--- src/rtl/rodata_loader.sv ---
// rodata_loader: packs a valid/ready byte stream into little-endian words and
// writes them, with address and byte strobes, into the ROM image write port.
module rodata_loader #(
    parameter int XLEN = 32,
    parameter int BYTE_WIDTH = 8,
    parameter int DATA_WIDTH = XLEN,
    parameter logic [XLEN-1:0] BASE_ADDR = '0,
    parameter int MEM_SIZE = 4096,
    localparam int N = DATA_WIDTH / BYTE_WIDTH,
    localparam int CW = $clog2(MEM_SIZE / N) + 1
) (
    input  logic                  i_clk,
    input  logic                  i_rst,
    input  logic                  i_start,
    input  logic                  i_byte_valid,
    input  logic [BYTE_WIDTH-1:0] i_byte,
    input  logic                  i_byte_last,
    output logic                  o_byte_ready,
    output logic                  o_we,
    output logic [XLEN-1:0]       o_waddr,
    output logic [DATA_WIDTH-1:0] o_wdata,
    output logic [N-1:0]          o_wstrb,
    input  logic                  i_wready,
    output logic                  o_busy,
    output logic                  o_done,
    output logic                  o_overflow,
    output logic [CW-1:0]         o_word_count
);
    localparam int LW = (N > 1) ? $clog2(N) : 1;
    localparam logic [XLEN-1:0] END_ADDR = BASE_ADDR + XLEN'(MEM_SIZE);

    typedef enum logic [2:0] {IDLE, COLLECT, WRITE, DRAIN, DONE} state_t;

    state_t                state_q, state_d;
    logic [LW-1:0]         lane_q, lane_d;
    logic [XLEN-1:0]       addr_q, addr_d;
    logic [DATA_WIDTH-1:0] wdata_q, wdata_d;
    logic [N-1:0]          wstrb_q, wstrb_d;
    logic [CW-1:0]         cnt_q, cnt_d;
    logic                  ovf_q, ovf_d;
    logic                  last_q, last_d;
    logic                  word_end;

    assign word_end     = (lane_q == LW'(N - 1)) || i_byte_last;
    assign o_byte_ready = (state_q == COLLECT) || (state_q == DRAIN);
    assign o_we         = state_q == WRITE;
    assign o_busy       = (state_q == COLLECT) || (state_q == WRITE) || (state_q == DRAIN);
    assign o_done       = state_q == DONE;
    assign o_waddr      = addr_q;
    assign o_wdata      = wdata_q;
    assign o_wstrb      = wstrb_q;
    assign o_word_count = cnt_q;
    assign o_overflow   = ovf_q;

    always_comb begin
        state_d = state_q;
        lane_d  = lane_q;
        addr_d  = addr_q;
        wdata_d = wdata_q;
        wstrb_d = wstrb_q;
        cnt_d   = cnt_q;
        ovf_d   = ovf_q;
        last_d  = last_q;
        case (state_q)
            IDLE, DONE: if (i_start) begin
                state_d = COLLECT;
                lane_d  = '0;
                addr_d  = BASE_ADDR;
                wdata_d = '0;
                wstrb_d = '0;
                cnt_d   = '0;
                ovf_d   = 1'b0;
                last_d  = 1'b0;
            end
            COLLECT: if (i_byte_valid) begin
                wdata_d[lane_q*BYTE_WIDTH +: BYTE_WIDTH] = i_byte;
                wstrb_d[lane_q] = 1'b1;
                last_d  = i_byte_last;
                state_d = word_end ? WRITE : COLLECT;
                lane_d  = word_end ? '0 : lane_q + 1'b1;
            end
            // Last flag wins over the capacity check so an exact fit never drains.
            WRITE: if (i_wready) begin
                cnt_d   = cnt_q + 1'b1;
                addr_d  = addr_q + XLEN'(N);
                wdata_d = '0;
                wstrb_d = '0;
                state_d = last_q ? DONE : (addr_q + XLEN'(N) == END_ADDR) ? DRAIN : COLLECT;
            end
            DRAIN: if (i_byte_valid) begin
                ovf_d   = 1'b1;
                state_d = i_byte_last ? DONE : DRAIN;
            end
            default: ;
        endcase
    end

    always_ff @(posedge i_clk) begin
        if (i_rst) begin
            state_q <= IDLE;
            lane_q  <= '0;
            addr_q  <= '0;
            wdata_q <= '0;
            wstrb_q <= '0;
            cnt_q   <= '0;
            ovf_q   <= 1'b0;
            last_q  <= 1'b0;
        end else begin
            state_q <= state_d;
            lane_q  <= lane_d;
            addr_q  <= addr_d;
            wdata_q <= wdata_d;
            wstrb_q <= wstrb_d;
            cnt_q   <= cnt_d;
            ovf_q   <= ovf_d;
            last_q  <= last_d;
        end
    end
endmodule

--- config.mk ---
export PLATFORM = sky130hd
export DESIGN_NAME = rodata_loader
export DESIGN_NICKNAME = d
export VERILOG_FILES = /design/src/rtl/rodata_loader.sv
export SDC_FILE = /design/constraint.sdc
export NUM_CORES = 1
export LEC_CHECK = 0
export CAP_MARGIN = 40
export CORE_MARGIN = 1.5
export CORE_UTILIZATION = 51
export DETAILED_ROUTE_END_ITERATION = 10
export HOLD_SLACK_MARGIN = 0.03
export PLACE_DENSITY = 0.88
export SYNTH_ARGS = -nofsm -noshare
export SYNTH_HDL_FRONTEND = slang
export SYNTH_SLANG_ARGS = --single-unit
--- constraint.sdc ---
create_clock -name i_clk -period 3.5 [get_ports i_clk]
set_clock_uncertainty 0.1 [all_clocks]
set_input_delay 0.875 -clock i_clk [delete_from_list [all_inputs] [get_ports i_clk]]
set_output_delay 0.875 -clock i_clk [all_outputs]
set_load 0.01 [all_outputs]
==> flow_summary.toml <==
[synthesis]
ys_seq_area_frac = 0.383
synth-edff-count = 0
synth_cell_types = 56
async_flop_share = 0
synth_cells = 570
ys_seq_elements = 84
ys_warn_count = 0
synth.avg_cell_area_um2 = 7.70
ys.flop_type = "dfxtp_1"
syn_area_mm2 = 0.00439

[global_route]
grt_overflow = 0
antenna_found_initial = 0
grt_first_pass_wirelength_um = 19600
grt_max_degree = 77
grt_pass1_vias = 4232
grt_usage = 0.270

[hold_path]
hold_class = "flip-flop to flip-flop"
hp-start = "o_wdata[1]"
whs_endpoint = "o_wdata[1]"
min_delay_path_depth = 2

[pwr]
power_mw = 1.96
p_per_area_mw_per_mm2 = 349
switching_share = 0.263
leakage_nw = 1.91
seqPwrFrac = 0.498
power.internal_mw = 1.44
clock_power_share = 0.401
p_switching_mw = 0.515
power_frac_comb = 0.102
ir_drop_mv = 0.239

[floorplan]
initial_utilization = 0.532
ios = 98
rows = 33
die_h_um = 95.8
core_mm2 = 0.00826
die-area_mm2 = 0.00917
die_w_um = 95.8

[drt]
routedWlPerCell_um = 16.3
antenna_left = 0
vias = 4611
routed_wl_um = 12400
drc = 0
dr.pass1.iters = 5
viasPerCell = 6.07
drt_iter0_drc = 358

[timing]
tns_ns = 0
hold_viol_final = 0
setup_viol = 0
rsz0062_at_grt = "no"
relSlewSlack = 0.355
layout_min_cycle_time_ns = 3.07
fmax_ghz = 0.326
worstMarginPinSlew_ns = 0.965
slew_violations = 0
post-route-period-util = 0.876

[setup_path]
max_stage_delay_ns = 0.60
crit_chain = "clkdlybuf4s50_1, or3b_2, nand2_1, a21o_1, o21a_1, nand3_1, a21oi_1"
rr_worst_depth = 7
reg2reg_setup_slack_ns = 0.57
cp-start-kind = "primary input"
required_ns = 3.68
crit_fanout = 13
r2r_end = "state_q[1]"
crit_type = "primary input to flip-flop"
end_kind = "flip-flop"
slowest_stage = "clkdlybuf4s50_1"
cp.arrival_ns = 3.25
reg2reg_from = "o_waddr[2]"

[run]
drv_cap = 0

[place]
gp_congestion = 0.891
portBuffers = 95
place_hpwl_um = 8400

[clock_tree]
htree_levels = 3
cts_sinks = 84
cts_resized = 0
clockBufferDepth = 2
clkTransAtPathRegs_ns = 0.09
cts_buffers = 9
postCtsSetupRepairBufs = 0
cts-root-buf = "clkbuf_8"
cts_tree = "yes"
insertion_delay_ns = 0.36
holdBufCountCts = 0

[layout]
fillers = 660
fin_nets = 674
drive_above_1_share = 0.0534
antenna_cells = 0
areaGrowthSynthToFinish_pct = 28.1

[run_status]
outcome = "complete, no violations"
## worst max path at each step
stage               start          end  slack (ns)  cells past startpoint
2_1_floorplan  o_waddr[6]   state_q[1]        0.70                      8
3_3_place_gp      i_start  o_wdata[22]        0.29                      7
4_1_cts           i_start  o_wdata[16]        0.49                      7
3_5_place_dp      i_start  o_wdata[16]        0.13                      7
5_1_grt           i_start  o_wdata[17]        0.34                      7
6_report          i_start  o_wdata[16]        0.43                      7
## cell type report
type / instances / area (um^2) / share of cell area
Clock inverter: 6 / 93.8 / 0.0167
Clock buffer: 10 / 128 / 0.0227
Sequential cell: 84 / 1680 / 0.299
Multi-Input combinational cell: 441 / 2520 / 0.448
Inverter: 6 / 22.5 / 0.00401
Tap cell: 105 / 131 / 0.0234
Timing Repair Buffer: 108 / 1040 / 0.186
## cell usage in the layout (no fill, tap or decap), types with 5 or more instances in the layout
cell type,count
nor2_1,49
and2_1,7
o21ai_0,30
ha_1,10
or4_1,6
dfxtp_1,84
xnor2_1,11
a21o_1,6
a31oi_1,7
nand2_1,60
a22oi_1,10
nor4_1,7
xor2_1,9
nand3_1,47
a21oi_1,78
buf_4,13
clkdlybuf4s50_1,94
and3_1,5
or3_1,6
clkbuf_8,9
nor3_1,24
inv_1,6
nand4_1,13
## per-layer routing
metal,vias up,part of all wire,track usage
li1,2212,-,-
met1,2170,0.42,0.346
met2,199,0.49,0.437
met3,30,0.076,0.0600
met4,0,0.022,0.112
met5,-,0,0
## kinds of logic (layout without fill, tap and decap cells)
group,Yosys count,in the layout,share of synthesized area
AND/OR/NAND/NOR,252,252,0.294
AO/OA/AOI/OAI,154,154,0.203
flip-flops,84,84,0.383
buffers and inverters,46,130,0.0436
XOR/XNOR,20,20,0.0399
adder cells (fa/ha/maj),10,10,0.0285
multiplexers,3,3,0.00713
other,1,2,0.000854
## Yosys cell counts (5+ instances only)
cell type	instances	area [um^2]
xnor2_1	11	96.3
a31oi_1	7	43.8
nor3_1	24	120
inv_1	6	22.5
or4_1	6	45.0
dfxtp_1	84	1680
and3_1	5	31.3
a22oi_1	10	75.1
nand3_1	47	235
clkbuf_1	28	105
and2_1	7	43.8
a21o_1	6	45.0
nand4_1	13	81.3
a21oi_1	78	390
nor2_1	49	184
buf_2	8	40.0
o21ai_0	30	150
or3_1	6	37.5
xor2_1	9	78.8
nor4_1	7	43.8
nand2_1	60	225
ha_1	10	125
## critical path, delay by kind of cell
family,cells,cell delay [ns]
AO/OA/AOI/OAI,3,0.92
AND/OR/NAND/NOR,3,0.86
buffers and inverters,1,0.60
## registers in the layout (all words and copies together), names as in the netlist
name	cells
lane_q	2
last_q	1
state_q	3
o_word_count	11
o_overflow	1
o_wstrb	4
o_wdata	32
o_waddr	30
## metrics by stage
stage               utilization  worst slack (ns)  hold WS (ns)  cell area, um^2  instances
global route              0.681             0.338         0.379             5620        760
global placement          0.654             0.287         0.339             5400        744
finish                    0.681             0.433         0.355             5620        760
CTS                       0.681             0.490         0.355             5620        760
floorplan                     -             0.702         0.376             4390        571
detailed placement        0.654             0.133         0.343             5400        744
## power groups by stage
| stage | combinational (mW) | sequential (mW) | clock, mW |
|---|---|---|---|
| 6_report | 0.200 | 0.975 | 0.785 |
| 5_1_grt | 0.215 | 0.976 | 0.824 |
| 3_3_place_gp | 0.186 | 0.996 | 0 |
| 4_1_cts | 0.195 | 0.974 | 0.787 |
| 2_1_floorplan | 0.118 | 0.993 | 0 |
| 3_5_place_dp | 0.192 | 0.997 | 0 |
No activity file was read; power rests on OpenSTA's default activity.
